===== src/rtl/reg_lock_scoreboard.sv =====
// Per-register pending-writer counters that produce the lock vector for the launcher.
// Launch handshakes add a writer, writebacks retire them; clamped with sticky error flags.
module reg_lock_scoreboard #(
    parameter int NUM_REGS    = 32,
    parameter int MAX_PENDING = 4,
    parameter int NUM_WB      = 2,
    localparam int RW = $clog2(NUM_REGS),
    localparam int CW = $clog2(MAX_PENDING + 1),
    localparam int TW = CW + RW
) (
    input  logic                 clk_i,
    input  logic                 rst_i,
    input  logic                 clear_i,
    input  logic                 launch_fire_i,
    input  logic                 launch_we_i,
    input  logic [RW-1:0]        launch_rd_i,
    input  logic [NUM_WB-1:0]    wb_valid_i,
    input  logic [NUM_WB*RW-1:0] wb_rd_i,
    output logic [NUM_REGS-1:0]  locks_o,
    output logic [NUM_REGS-1:0]  full_o,
    output logic                 idle_o,
    output logic                 ovf_err_o,
    output logic                 unf_err_o
);

    localparam logic signed [CW+1:0] MAXS = (CW+2)'(MAX_PENDING);
    localparam logic signed [CW+1:0] ONE  = (CW+2)'(1);

    logic [CW-1:0]          r_cnt [NUM_REGS];
    logic [TW-1:0]          r_total;
    logic                   r_ovf;
    logic                   r_unf;

    logic [CW-1:0]          w_cnt_nxt [NUM_REGS];
    logic signed [CW+1:0]   w_sum [NUM_REGS];
    logic [TW-1:0]          w_total_nxt;
    logic                   w_ovf;
    logic                   w_unf;

    always_comb begin
        w_ovf       = 1'b0;
        w_unf       = 1'b0;
        w_total_nxt = '0;
        for (int r = 0; r < NUM_REGS; r++) begin
            w_sum[r]     = $signed({2'b00, r_cnt[r]});
            w_cnt_nxt[r] = r_cnt[r];
            if (r != 0) begin
                if (launch_fire_i && launch_we_i && launch_rd_i == RW'(r))
                    w_sum[r] = w_sum[r] + ONE;
                for (int p = 0; p < NUM_WB; p++) begin
                    if (wb_valid_i[p] && wb_rd_i[p*RW +: RW] == RW'(r))
                        w_sum[r] = w_sum[r] - ONE;
                end
            end
            // Clamp so a misbehaving launcher or a stray writeback cannot wrap the count
            if (w_sum[r] > MAXS) begin
                w_cnt_nxt[r] = CW'(MAX_PENDING);
                w_ovf        = 1'b1;
            end else if (w_sum[r] < 0) begin
                w_cnt_nxt[r] = '0;
                w_unf        = 1'b1;
            end else begin
                w_cnt_nxt[r] = w_sum[r][CW-1:0];
            end
            w_total_nxt = w_total_nxt + TW'(w_cnt_nxt[r]);
        end
    end

    always_ff @(posedge clk_i) begin
        if (rst_i || clear_i) begin
            for (int r = 0; r < NUM_REGS; r++)
                r_cnt[r] <= '0;
            r_total <= '0;
            r_ovf   <= 1'b0;
            r_unf   <= 1'b0;
        end else begin
            for (int r = 0; r < NUM_REGS; r++)
                r_cnt[r] <= w_cnt_nxt[r];
            r_total <= w_total_nxt;
            r_ovf   <= r_ovf | w_ovf;
            r_unf   <= r_unf | w_unf;
        end
    end

    always_comb begin
        for (int r = 0; r < NUM_REGS; r++) begin
            locks_o[r] = (r_cnt[r] != '0);
            full_o[r]  = (r_cnt[r] == CW'(MAX_PENDING));
        end
    end

    assign idle_o    = (r_total == '0);
    assign ovf_err_o = r_ovf;
    assign unf_err_o = r_unf;

endmodule

===== config.mk =====
export PLATFORM = sky130hd
export DESIGN_NAME = reg_lock_scoreboard
export DESIGN_NICKNAME = d
export VERILOG_FILES = /design/src/rtl/reg_lock_scoreboard.sv
export SDC_FILE = /design/constraint.sdc
export NUM_CORES = 1
export LEC_CHECK = 0
export CAP_MARGIN = 20
export CORE_MARGIN = 8
export CORE_UTILIZATION = 65
export CTS_BUF_LIST = sky130_fd_sc_hd__clkbuf_4 sky130_fd_sc_hd__clkbuf_8
export CTS_CLUSTER_DIAMETER = 60
export DETAILED_ROUTE_END_ITERATION = 7
export GPL_ROUTABILITY_DRIVEN = 0
export PLACE_DENSITY_LB_ADDON = 0.2
export SLEW_MARGIN = 25
export SYNTH_ARGS = -nofsm -noshare
export SYNTH_HDL_FRONTEND = slang
export SYNTH_SLANG_ARGS = --single-unit

===== constraint.sdc =====
create_clock -name clk_i -period 12.8 [get_ports clk_i]
set_input_delay 1.92 -clock clk_i [delete_from_list [all_inputs] [get_ports clk_i]]
set_output_delay 1.92 -clock clk_i [all_outputs]
set_load 0.005 [all_outputs]

==> impl_metrics.tcl <==
set metrics [dict create \
    cts.repair.resized 0 \
    drt_iter0_drc 2836 \
    antenna_found_initial 2 \
    hold_path_depth 1 \
    vdd_drop_max_mv 0.1536 \
    ys_types 95 \
    cts_buffer_depth 2 \
    grt_pass1_vias 19300 \
    finalSetupTns_ns 0 \
    htreeDepth 3 \
    synthFlopType "dfxtp_1" \
    route.vias.total 20660 \
    cts_buffers 9 \
    synth_enable_flop_cells 0 \
    rr_endpoint "r_total[7]" \
    grt_pass1_wl_mm 103.9 \
    clock-sinks 106 \
    relSlewSlack 0.3224 \
    die_area_um2 35280 \
    cts.clk_slew.worst_paths_ns 0.11 \
    port_buffers 88 \
    finalPower_mw 1.140 \
    drv_slew 0 \
    drv_cap 0 \
    slowest_stage "clkdlybuf4s50_1" \
    max_stage_delay_ns 0.85 \
    drc 0 \
    rr_startpoint "r_cnt[1][27]" \
    fmax_mhz 84.97 \
    cp_max_fo 21 \
    hold_buffers 0 \
    worstHoldStart "r_cnt[0][2]" \
    timing.critical_path.mode_cell "fa_1" \
    post_cts_buffers 0 \
    vias_per_cell 6.905 \
    yosysSeqAreaShare 0.1106 \
    r2r_cells 34 \
    drive_above_1_share 0.04848 \
    track_usage 0.3663 \
    dp_slack_ns 0.7920 \
    drt_wl_total_mm 66.91 \
    die_y_um 187.8 \
    die_w_um 187.8 \
    ios 89 \
    async_flop_share 0 \
    cts_tree "done" \
    clk_latency_ns 0.44 \
    power_leakage_nw 8.247 \
    r2r_slack_ns 3.53 \
    avgSynthCellArea_um2 7.467 \
    status "completed" \
    path_class "input port to register" \
    min_path_type "register to register" \
    tightest_slew_ns 1.016 \
    nets 2851 \
    grt-ovfl-total 0 \
    grt_start_max_net_pins 65 \
    period_share 0.9195 \
    min_to "r_cnt[0][2]" \
    start_kind "input port" \
    ys_ff_latch 106 \
    dr.pass1.iters 8 \
    syn_nets 2827 \
    syn_area_um2 19190 \
    min_period_ns 11.77 \
    setup_slack_ns 1.031 \
    rows 63 \
    dp_hpwl_mm 52.98 \
    crit_required_ns 13.12 \
    wire_per_inst_um 22.36 \
    core_area_um2 29320 \
    clock_skew_ns 0.02159 \
    syn_inst 2570 \
    start_util 0.6544 \
    yosys_warnings 0 \
    setup_viol 0 \
    syn_to_final_growth_pct 7.322 \
    hold_viol_final 0 \
    grt_setup_unrepaired "no" \
    ant_nets 0 \
    crit_arrival_ns 12.09 \
    end_kind "register" \
    ctsRootBufferMaster "clkbuf_8" \
    p_per_area_nw_per_um2 55.36 \
]
==> registers in the layout, summed over array words and instances (netlist names) <==
signal and count:
unf_err_o 1, r_cnt 96, ovf_err_o 1, r_total 8
==> layer usage <==
metal  track usage  up-vias  share of wire
met3        0.1035      341           0.13
met5             0        -              0
met4        0.2788        0          0.084
met2        0.5509     1392           0.42
li1              -     9311              -
met1        0.4391     9615           0.36
==> placed cells by master, fill, tap and decap left out, types with 13 or more instances in the layout <==
master / synthesis / final
inv_1: 196 / 196
a21o_1: 21 / 21
o22ai_1: 23 / 23
or4_1: 14 / 14
and4_1: 15 / 15
or2_2: 15 / 15
a21oi_1: 108 / 108
buf_4: 5 / 42
o211ai_1: 24 / 24
clkdlybuf4s50_1: 0 / 88
nor3_1: 84 / 84
nand2_1: 240 / 240
a31oi_1: 35 / 35
nor2_1: 261 / 261
fa_1: 91 / 91
o21ai_0: 102 / 101
nor2b_1: 24 / 22
mux2i_1: 37 / 37
nand3_1: 92 / 92
xor2_1: 45 / 45
and2_1: 70 / 70
xnor3_1: 13 / 13
nand2b_1: 52 / 52
o2111ai_1: 15 / 15
xnor2_1: 134 / 134
ha_1: 144 / 144
dfxtp_1: 106 / 106
and3_1: 60 / 60
nand4_1: 43 / 43
o21a_1: 15 / 15
or3_1: 14 / 14
o31ai_1: 19 / 19
a211oi_1: 18 / 18
nor4_1: 36 / 36
==> critical path: cells and delay by family <==
| kind | cells | cell delay (ns) |
|---|---|---|
| AO/OA/AOI/OAI | 7 | 1.41 |
| XOR/XNOR | 2 | 0.33 |
| adder cells (fa/ha/maj) | 12 | 5.13 |
| buffers and inverters | 8 | 1.70 |
| AND/OR/NAND/NOR | 7 | 1.57 |
==> worst max-delay path by stage <==
stage	startpoint	end	slack (ns)	cells after the start
floorplan	launch_rd_i[2]	r_total[7]	2.41	34
global placement	launch_rd_i[1]	r_total[7]	1.05	36
detailed placement	launch_rd_i[0]	r_total[7]	0.79	36
CTS	launch_rd_i[1]	r_total[7]	1.23	36
global route	launch_rd_i[2]	r_total[7]	0.48	29
finish	launch_rd_i[1]	r_total[7]	1.03	36
==> where the power goes <==
part           switching [mW]  leakage (nW)  internal [mW]
Sequential            0.00794         0.856          0.339
Combinational           0.334          7.30          0.231
Clock                   0.153        0.0941         0.0747
==> final cells by class <==
class | count | area [µm²]
diodes | 3 | 7.507
clock buffers | 9 | 123.9
clock inverters | 7 | 66.31
fillers | 2449 | 8728
inverters | 196 | 735.7
multi-input cells | 2151 | 15860
flip-flops and latches | 106 | 2122
well taps | 390 | 488.0
repair buffers | 130 | 1196
==> cells by family (layout without fill, tap and decap cells) <==
kind of cell	count (synthesis)	in the layout	synth area share
AOI/OAI and AO/OA	550	550	0.1968
xor gates and xnor gates	197	197	0.1031
adders and majority gates	235	235	0.1888
buffers and inverters	313	342	0.06455
DFF	106	106	0.1106
muxes	47	47	0.02517
other	0	3	0
and+or+nand+nor	1122	1122	0.3109
==> cells in the mapped netlist (14+ instances only) <==
| cell | instances | area share |
|---|---|---|
| or4_1 | 14 | 0.0055 |
| xor2_1 | 45 | 0.021 |
| o21ai_0 | 102 | 0.027 |
| nor4_1 | 36 | 0.012 |
| a31oi_1 | 35 | 0.011 |
| ha_1 | 144 | 0.094 |
| or3_1 | 14 | 0.0046 |
| o2111ai_1 | 15 | 0.0068 |
| dfxtp_1 | 106 | 0.11 |
| o21a_1 | 15 | 0.0059 |
| a21o_1 | 21 | 0.0082 |
| mux2i_1 | 37 | 0.019 |
| nand2b_1 | 52 | 0.017 |
| nand3_1 | 92 | 0.024 |
| nand4_1 | 43 | 0.014 |
| o31ai_1 | 19 | 0.0074 |
| and2_1 | 70 | 0.023 |
| inv_1 | 196 | 0.038 |
| o22ai_1 | 23 | 0.0075 |
| fa_1 | 91 | 0.095 |
| buf_2 | 24 | 0.0063 |
| o211ai_1 | 24 | 0.0094 |
| xnor2_1 | 134 | 0.061 |
| and3_1 | 60 | 0.020 |
| and4_1 | 15 | 0.0068 |
| a211oi_1 | 18 | 0.0070 |
| a21oi_1 | 108 | 0.028 |
| nand2_1 | 240 | 0.047 |
| nor2b_1 | 24 | 0.0078 |
| nor2_1 | 261 | 0.051 |
| clkbuf_1 | 82 | 0.016 |
| nor3_1 | 84 | 0.022 |
| or2_2 | 15 | 0.0049 |
==> metrics by stage <==
stage          cell area (µm²)  hold slack [ns]  utilization  std cells
5_1_grt                  20590           0.6262       0.7021       2989
3_5_place_dp             20390           0.5741       0.6953       2973
3_3_place_gp             20390           0.5709       0.6953       2973
2_1_floorplan            19190           0.5077            -       2570
4_1_cts                  20580           0.5955       0.7018       2989
6_report                 20590           0.5915       0.7023       2992
Note: power is estimated with default switching activity, not from simulation.
